$ cat src/rtl/synth_pkg.sv
// Shared types and constants for the voice allocator and its per-voice envelopes.
// Also holds the MIDI key-to-frequency lookup.
package synth_pkg;

  localparam int NUM_VOICES_DEF = 8;

  typedef enum logic [1:0] {
    V_OFF     = 2'd0,
    V_ATTACK  = 2'd1,
    V_SUSTAIN = 2'd2,
    V_RELEASE = 2'd3
  } voice_state_e;

  typedef enum logic [1:0] {
    CMD_NEW     = 2'd0,
    CMD_RETRIG  = 2'd1,
    CMD_RELEASE = 2'd2
  } voice_cmd_e;

  // Octave keys 60..71 held in micro-Hz, scaled by 2^(octave-5) with rounding.
  function automatic logic [31:0] key_to_hz(input logic [6:0] key);
    logic [3:0]  oct;
    logic [3:0]  note;
    logic [31:0] base;
    logic [31:0] hz;
    oct  = 4'(key / 7'd12);
    note = 4'(key % 7'd12);
    case (note)
      4'd0:    base = 32'd261625565;
      4'd1:    base = 32'd277182631;
      4'd2:    base = 32'd293664768;
      4'd3:    base = 32'd311126984;
      4'd4:    base = 32'd329627557;
      4'd5:    base = 32'd349228231;
      4'd6:    base = 32'd369994423;
      4'd7:    base = 32'd391995436;
      4'd8:    base = 32'd415304698;
      4'd9:    base = 32'd440000000;
      4'd10:   base = 32'd466163762;
      default: base = 32'd493883301;
    endcase
    hz = 32'((({32'd0, base} << oct) + 64'd16000000) / 64'd32000000);
    if (hz < 32'd8) hz = 32'd8;
    return hz;
  endfunction

endpackage

$ cat src/rtl/voice_envelope.sv
// One synthesizer voice: envelope state, volume, target, key and frequency.
// A commit from the allocator takes priority over an envelope tick in the same cycle.
module voice_envelope
  import synth_pkg::*;
(
  input  logic        clk,
  input  logic        reset_n,
  input  logic        env_tick_i,
  input  logic [31:0] attack_step_i,
  input  logic [31:0] release_step_i,
  input  logic        cmd_valid_i,
  input  logic [1:0]  cmd_op_i,
  input  logic [6:0]  cmd_key_i,
  input  logic [31:0] cmd_freq_i,
  input  logic [31:0] cmd_target_i,
  output logic [1:0]  state_o,
  output logic [6:0]  key_o,
  output logic [31:0] volume_o,
  output logic [31:0] freq_o
);

  voice_state_e state_q, state_d;
  logic [31:0]  vol_q, vol_d;
  logic [31:0]  tgt_q, tgt_d;
  logic [31:0]  freq_q, freq_d;
  logic [6:0]   key_q, key_d;
  logic [32:0]  sum;

  assign sum = {1'b0, vol_q} + {1'b0, attack_step_i};

  always_comb begin
    state_d = state_q;
    vol_d   = vol_q;
    tgt_d   = tgt_q;
    freq_d  = freq_q;
    key_d   = key_q;
    if (cmd_valid_i) begin
      case (cmd_op_i)
        CMD_NEW: begin
          state_d = V_ATTACK;
          vol_d   = '0;
          tgt_d   = cmd_target_i;
          freq_d  = cmd_freq_i;
          key_d   = cmd_key_i;
        end
        CMD_RETRIG: begin
          state_d = V_ATTACK;
          tgt_d   = cmd_target_i;
        end
        default: state_d = V_RELEASE;
      endcase
    end else if (env_tick_i) begin
      case (state_q)
        V_ATTACK: begin
          if (attack_step_i == '0 || sum >= {1'b0, tgt_q}) begin
            vol_d   = tgt_q;
            state_d = V_SUSTAIN;
          end else begin
            vol_d = sum[31:0];
          end
        end
        V_RELEASE: begin
          if (release_step_i == '0 || vol_q <= release_step_i) begin
            vol_d   = '0;
            state_d = V_OFF;
          end else begin
            vol_d = vol_q - release_step_i;
          end
        end
        default: ;
      endcase
    end
  end

  always_ff @(posedge clk or negedge reset_n) begin
    if (!reset_n) begin
      state_q <= V_OFF;
      vol_q   <= '0;
      tgt_q   <= '0;
      freq_q  <= 32'd440;
      key_q   <= '0;
    end else begin
      state_q <= state_d;
      vol_q   <= vol_d;
      tgt_q   <= tgt_d;
      freq_q  <= freq_d;
      key_q   <= key_d;
    end
  end

  assign state_o  = state_q;
  assign key_o    = key_q;
  assign volume_o = vol_q;
  assign freq_o   = freq_q;

endmodule

$ cat src/rtl/voice_allocator.sv
// Note-event allocator: scans one voice per cycle to pick a retrigger, free or
// steal target (or all matching voices for note-off), then commits in one cycle.
module voice_allocator
  import synth_pkg::*;
#(
  parameter int NUM_VOICES   = NUM_VOICES_DEF,
  parameter int VOLUME_SHIFT = 24
) (
  input  logic                    clk,
  input  logic                    reset_n,
  input  logic                    note_valid,
  output logic                    note_ready,
  input  logic                    note_on,
  input  logic [6:0]              note_key,
  input  logic [6:0]              note_velocity,
  input  logic                    env_tick,
  input  logic [31:0]             attack_step,
  input  logic [31:0]             release_step,
  output logic [32*NUM_VOICES-1:0] frequencies,
  output logic [32*NUM_VOICES-1:0] voice_volumes,
  output logic [NUM_VOICES-1:0]   voice_active
);

  localparam int IW = (NUM_VOICES > 1) ? $clog2(NUM_VOICES) : 1;

  typedef enum logic [1:0] {S_IDLE, S_SCAN, S_COMMIT} alloc_state_e;

  alloc_state_e          state_q, state_d;
  logic                  ready_q, ready_d;
  logic [IW-1:0]         idx_q, idx_d;
  logic                  ev_on_q, ev_on_d;
  logic [6:0]            ev_key_q, ev_key_d;
  logic [6:0]            ev_vel_q, ev_vel_d;
  logic                  rt_found_q, rt_found_d;
  logic [IW-1:0]         rt_idx_q, rt_idx_d;
  logic                  off_found_q, off_found_d;
  logic [IW-1:0]         off_idx_q, off_idx_d;
  logic [IW-1:0]         min_idx_q, min_idx_d;
  logic [31:0]           min_vol_q, min_vol_d;
  logic [NUM_VOICES-1:0] rel_mask_q, rel_mask_d;

  logic [1:0]            v_state [NUM_VOICES];
  logic [6:0]            v_key   [NUM_VOICES];
  logic [31:0]           v_vol   [NUM_VOICES];
  logic [31:0]           v_freq  [NUM_VOICES];
  logic [NUM_VOICES-1:0] cmd_valid;
  logic [1:0]            cmd_op;
  logic [31:0]           cmd_target;
  logic [31:0]           cmd_freq;

  logic [1:0]            cur_state;
  logic [6:0]            cur_key;
  logic [31:0]           cur_vol;
  logic                  cur_held;

  assign cur_state  = v_state[idx_q];
  assign cur_key    = v_key[idx_q];
  assign cur_vol    = v_vol[idx_q];
  assign cur_held   = (cur_state == V_ATTACK || cur_state == V_SUSTAIN) && cur_key == ev_key_q;
  assign cmd_target = 32'(ev_vel_q) << VOLUME_SHIFT;
  assign cmd_freq   = key_to_hz(ev_key_q);

  always_comb begin
    state_d     = state_q;
    idx_d       = idx_q;
    ev_on_d     = ev_on_q;
    ev_key_d    = ev_key_q;
    ev_vel_d    = ev_vel_q;
    rt_found_d  = rt_found_q;
    rt_idx_d    = rt_idx_q;
    off_found_d = off_found_q;
    off_idx_d   = off_idx_q;
    min_idx_d   = min_idx_q;
    min_vol_d   = min_vol_q;
    rel_mask_d  = rel_mask_q;
    cmd_valid   = '0;
    cmd_op      = CMD_NEW;
    case (state_q)
      S_IDLE: begin
        if (note_valid && ready_q) begin
          state_d     = S_SCAN;
          idx_d       = '0;
          ev_on_d     = note_on && (note_velocity != 7'd0);
          ev_key_d    = note_key;
          ev_vel_d    = note_velocity;
          rt_found_d  = 1'b0;
          off_found_d = 1'b0;
          rel_mask_d  = '0;
          min_idx_d   = '0;
          min_vol_d   = '1;
        end
      end
      S_SCAN: begin
        if (cur_held && !rt_found_q) begin
          rt_found_d = 1'b1;
          rt_idx_d   = idx_q;
        end
        if (cur_state == V_OFF && !off_found_q) begin
          off_found_d = 1'b1;
          off_idx_d   = idx_q;
        end
        // Strict compare keeps the lowest index on equal volumes.
        if (idx_q == '0 || cur_vol < min_vol_q) begin
          min_idx_d = idx_q;
          min_vol_d = cur_vol;
        end
        rel_mask_d[idx_q] = cur_held;
        if (idx_q == IW'(NUM_VOICES - 1)) state_d = S_COMMIT;
        else                              idx_d   = idx_q + 1'b1;
      end
      S_COMMIT: begin
        state_d = S_IDLE;
        if (!ev_on_q) begin
          cmd_op    = CMD_RELEASE;
          cmd_valid = rel_mask_q;
        end else if (rt_found_q) begin
          cmd_op              = CMD_RETRIG;
          cmd_valid[rt_idx_q] = 1'b1;
        end else if (off_found_q) begin
          cmd_valid[off_idx_q] = 1'b1;
        end else begin
          cmd_valid[min_idx_q] = 1'b1;
        end
      end
      default: state_d = S_IDLE;
    endcase
    ready_d = (state_d == S_IDLE);
  end

  always_ff @(posedge clk or negedge reset_n) begin
    if (!reset_n) begin
      state_q     <= S_IDLE;
      ready_q     <= 1'b0;
      idx_q       <= '0;
      ev_on_q     <= 1'b0;
      ev_key_q    <= '0;
      ev_vel_q    <= '0;
      rt_found_q  <= 1'b0;
      rt_idx_q    <= '0;
      off_found_q <= 1'b0;
      off_idx_q   <= '0;
      min_idx_q   <= '0;
      min_vol_q   <= '0;
      rel_mask_q  <= '0;
    end else begin
      state_q     <= state_d;
      ready_q     <= ready_d;
      idx_q       <= idx_d;
      ev_on_q     <= ev_on_d;
      ev_key_q    <= ev_key_d;
      ev_vel_q    <= ev_vel_d;
      rt_found_q  <= rt_found_d;
      rt_idx_q    <= rt_idx_d;
      off_found_q <= off_found_d;
      off_idx_q   <= off_idx_d;
      min_idx_q   <= min_idx_d;
      min_vol_q   <= min_vol_d;
      rel_mask_q  <= rel_mask_d;
    end
  end

  assign note_ready = ready_q;

  for (genvar g = 0; g < NUM_VOICES; g++) begin : g_voice
    voice_envelope u_env (
      .clk            (clk),
      .reset_n        (reset_n),
      .env_tick_i     (env_tick),
      .attack_step_i  (attack_step),
      .release_step_i (release_step),
      .cmd_valid_i    (cmd_valid[g]),
      .cmd_op_i       (cmd_op),
      .cmd_key_i      (ev_key_q),
      .cmd_freq_i     (cmd_freq),
      .cmd_target_i   (cmd_target),
      .state_o        (v_state[g]),
      .key_o          (v_key[g]),
      .volume_o       (v_vol[g]),
      .freq_o         (v_freq[g])
    );
    assign frequencies[32*g +: 32]   = v_freq[g];
    assign voice_volumes[32*g +: 32] = v_vol[g];
    assign voice_active[g]           = (v_state[g] != V_OFF);
  end

endmodule

$ cat config.mk
export PLATFORM = sky130hd
export DESIGN_NAME = voice_allocator
export DESIGN_NICKNAME = d
export VERILOG_FILES = /design/src/rtl/synth_pkg.sv /design/src/rtl/voice_envelope.sv /design/src/rtl/voice_allocator.sv
export SDC_FILE = /design/constraint.sdc
export NUM_CORES = 2
export LEC_CHECK = 0
export CAP_MARGIN = 20
export CORE_MARGIN = 2
export CORE_UTILIZATION = 50
export CTS_CLUSTER_DIAMETER = 150
export DETAILED_ROUTE_END_ITERATION = 12
export DONT_BUFFER_PORTS = 1
export PLACE_DENSITY = 0.67
export SLEW_MARGIN = 20
export SYNTH_ARGS = -nofsm -noshare
export SYNTH_HDL_FRONTEND = slang
export SYNTH_SLANG_ARGS = --single-unit
$ cat constraint.sdc
create_clock -name clk -period 22.9 [get_ports clk]
set_input_delay 0 -clock clk [delete_from_list [all_inputs] [get_ports clk]]
set_output_delay 0 -clock clk [all_outputs]
set_load 0.1 [all_outputs]
==> reports/results.tsv <==
stage	metric	value	unit
outcome	status	complete, but fails checks	
outcome	violated checks	hold timing	
die	Row Count	130	
job	max-capacitance violation count	0	
yosys	simple-gate portion of the synthesized area	15.8	%
yosys	Synth Area in Compound Gates	30.3	%
yosys	dominant cell type by area after synthesis	dfrtp_1	
yosys	FFs w/ async S/R, synth	100	%
placed_design	DP Worst Slack	1.41	ns
route	drt total wl	269000	um
route	WL per Instance	28.1	um
sta	Final Hold Vio Count	10	
yosys	Yosys Warn Count	0	
route	via/cell ratio	6.53	
clock_tree	clk slew on worst S/H paths	0.06	ns
placed_design	number of port buffers	0	
setup_path	WS Path Type	reg2reg	
route	DRC	0	
global_route	first-pass GRT wire length	392000	um
sta	max-slew violations	0	
setup_path	r2r startpoint	ev_key_q[1]$_DFFE_PN0P_	
clock_tree	H-tree levels	3	
placed_design	HPWL after detailed placement	204000	um
layout	most common cell after layout, fill and taps aside	a21oi_1	
yosys	ys flop type	dfrtp_1	
global_route	vias in the first global route	59272	
sta	RSZ-0062 raised after global routing	false	
yosys	Synth Area in Adders	12.8	%
sta	fin crit share	93.8	%
setup_path	crit start category	register	
layout	most frequent cells in the layout	a21oi_1 (688), ha_1 (610), nor2_1 (577)	
layout	register area	15700	sq um
yosys	syn_area_per_cell	8.26	sq um
sta	slack of the critical path	1.41	ns
layout	share of cells above drive strength 1	9.42	%
die	I/O pins	604	
sta	setup TNS	0	ns
placed_design	RePlAce Congestion	1.00	
clock_tree	CTS tree	built	
min_path	Min-Delay Path Class	in2async	
layout	nets	8521	
clock_tree	worst skew pair latency	0.71	ns
global_route	Global Route Usage Sum	40.0	%
clock_tree	clock sinks	624	
route	drt pass-1 iters	8	
setup_path	flop2flop setup slack	1.41	ns
global_route	global route overflow	0	
setup_path	R2R cell count	60	
global_route	largest net degree at the start of global routing	625	
die	initial core utilization	50.4	%
layout	fin area	70100	sq um
route	Routed Antenna Nets	0	
setup_path	FF-to-FF End	g_voice[1].u_env.freq_o[0]$_DFFE_PN0P_	
route	1st-iter DRT viols	6747	
setup_path	Setup crit start	ev_key_q[1]$_DFFE_PN0P_	
setup_path	CP Capture Type	register	
yosys	Post-synth EDFFs	0	
yosys	Synth area leaders	dfrtp_1 (23%), ha_1 (12%), a21oi_1 (5.4%)	
yosys	main combinational cell family by area after synthesis	compound AO/OA/AOI/OAI gates	
clock_tree	postcts setup bufs	0	
layout	Post-Route Utilization	55.7	%
route	via count	62516	
yosys	xor/xnor share of the synthesized area	8.25	%
yosys	number of synthesized register bits	624	
die	die width	360	um
sta	Max Fclk	46.5	MHz
setup_path	Req. time, crit path	23.44	ns
setup_path	CP arrival	22.03	ns
clock_tree	Longest Clk Path Bufs	3	
setup_path	CP max FO	21	
yosys	register area share after synthesis	24.7	%
layout	area of the multi-input gates	44600	sq um
sta	worst slew pin tran	1.23	ns
layout	fill count	11701	
sta	worst hold margin	-0.0153	ns
die	CORE AREA	126000	sq um
layout	P&R area growth vs syn	10.6	%
die	die area	130000	sq um
yosys	Synth top area share	23.1	%
sta	slew margin rel.	17.9	%
yosys	Mapped Cells	7675	
setup_path	Worst path slowest cell	o31ai_2	
setup_path	Max stage delay on crit path	0.93	ns
die	chip height	360	um
sta	skew final	0.0567	ns
yosys	Netlist cell types	139	
sta	minimum clock period	21.49	ns
yosys	multiplexer area fraction after synthesis	2.39	%
global_route	initial antenna violation count	30	
clock_tree	Num CTS Buffers	79	
clock_tree	Root Buffer	clkbuf_16	
placed_design	dpl cell area	66100	sq um
yosys	mapped cell area	63400	sq um
sta	Final Setup Violations	0	
[state kept, by name, indices dropped and copies added, names as in the netlist]
name and count:
state_q 2, ev_on_q 1, rel_mask_q 8, g_voice.u_env.key_o 56, g_voice.u_env.state_o 16, ev_vel_q 7
g_voice.u_env.freq_o 168, idx_q 3, g_voice.u_env.tgt_q 56, off_idx_q 3, min_idx_q 3, off_found_q 1
min_vol_q 32, rt_found_q 1, ev_key_q 7, rt_idx_q 3, g_voice.u_env.volume_o 256, note_ready 1
[cells in the mapped netlist, types with 96 or more instances]
master and number:
a21o_1 351, a21oi_1 689, a22oi_1 296, buf_4 96
clkbuf_1 253, dfrtp_1 584, ha_1 610, inv_1 408
nand2_1 544, nand3_1 106, nand4_1 139, nor2_1 582
nor2b_1 96, nor3_1 113, o21ai_0 429, o21bai_1 263
xnor2_1 393, xor2_1 195
[layer usage]
layer | part of all wire (%) | wire (um) | vias up | global-route usage, %
met5 | 0.043 | 116 | - | 0.370
met4 | 8.5 | 22800 | 11 | 30.1
met3 | 9.2 | 24700 | 876 | 9.48
met1 | 38 | 102000 | 29921 | 47.6
met2 | 44 | 119000 | 3092 | 62.7
li1 | - | - | 28616 | -
[per-stage QoR]
stage               hold WS (ns)  cells
floorplan                 -0.296   7762
global placement          -0.281   9278
detailed placement        -0.282   9284
CTS                     0.000247   9514
global route              0.0274   9565
finish                   -0.0153   9569
[repair_timing]
item | 4_1_cts | 5_1_grt
resized for setup | 0 | 4
endpoints found under the hold margin | 878 | 200
hold buffers | 85 | 2
endpoints found under the setup margin | 0 | 16
[cells by family (layout without fill, tap and decap cells)]
group	Yosys count	count (layout)
multiplexers	142	142
XOR/XNOR	592	592
other	1	131
flip-flops	624	624
AO/OA/AOI/OAI	2804	2804
buffers and inverters	838	952
adder cells (fa/ha/maj)	639	639
AND/OR/NAND/NOR	2035	2035
[critical path: cells and delay by family (launching register included)]
family	cells	cell delay (ns)
AND/OR/NAND/NOR	8	2.29
AO/OA/AOI/OAI	41	14.88
multiplexers	3	1.14
adder cells (fa/ha/maj)	1	0.70
flip-flops	1	0.63
buffers and inverters	4	0.92
XOR/XNOR	3	0.77
[layout make-up]
| cell class | count | share of cell area (%) |
|---|---|---|
| inverters | 415 | 2.22 |
| multi-input cells | 6300 | 63.6 |
| well taps | 1650 | 2.95 |
| clock buffers | 116 | 3.33 |
| clock inverters | 29 | 0.528 |
| diodes | 43 | 0.154 |
| flip-flops and latches | 624 | 22.4 |
| repair buffers | 392 | 4.83 |
[how the worst max path moves through the flow]
stage | endpoint | slack (ns)
global route | g_voice[1].u_env.freq_o[0]$_DFFE_PN0P_ | 0.002
floorplan | g_voice[1].u_env.freq_o[0]$_DFFE_PN0P_ | 5.88
global placement | g_voice[4].u_env.freq_o[0]$_DFFE_PN0P_ | 1.76
detailed placement | g_voice[1].u_env.freq_o[0]$_DFFE_PN0P_ | 1.41
finish | g_voice[1].u_env.freq_o[0]$_DFFE_PN0P_ | 1.41
CTS | g_voice[1].u_env.freq_o[0]$_DFFE_PN0P_ | 1.37
Power is not shown: default switching activity piles up to over one toggle a cycle in this logic, so the estimate is an artifact.
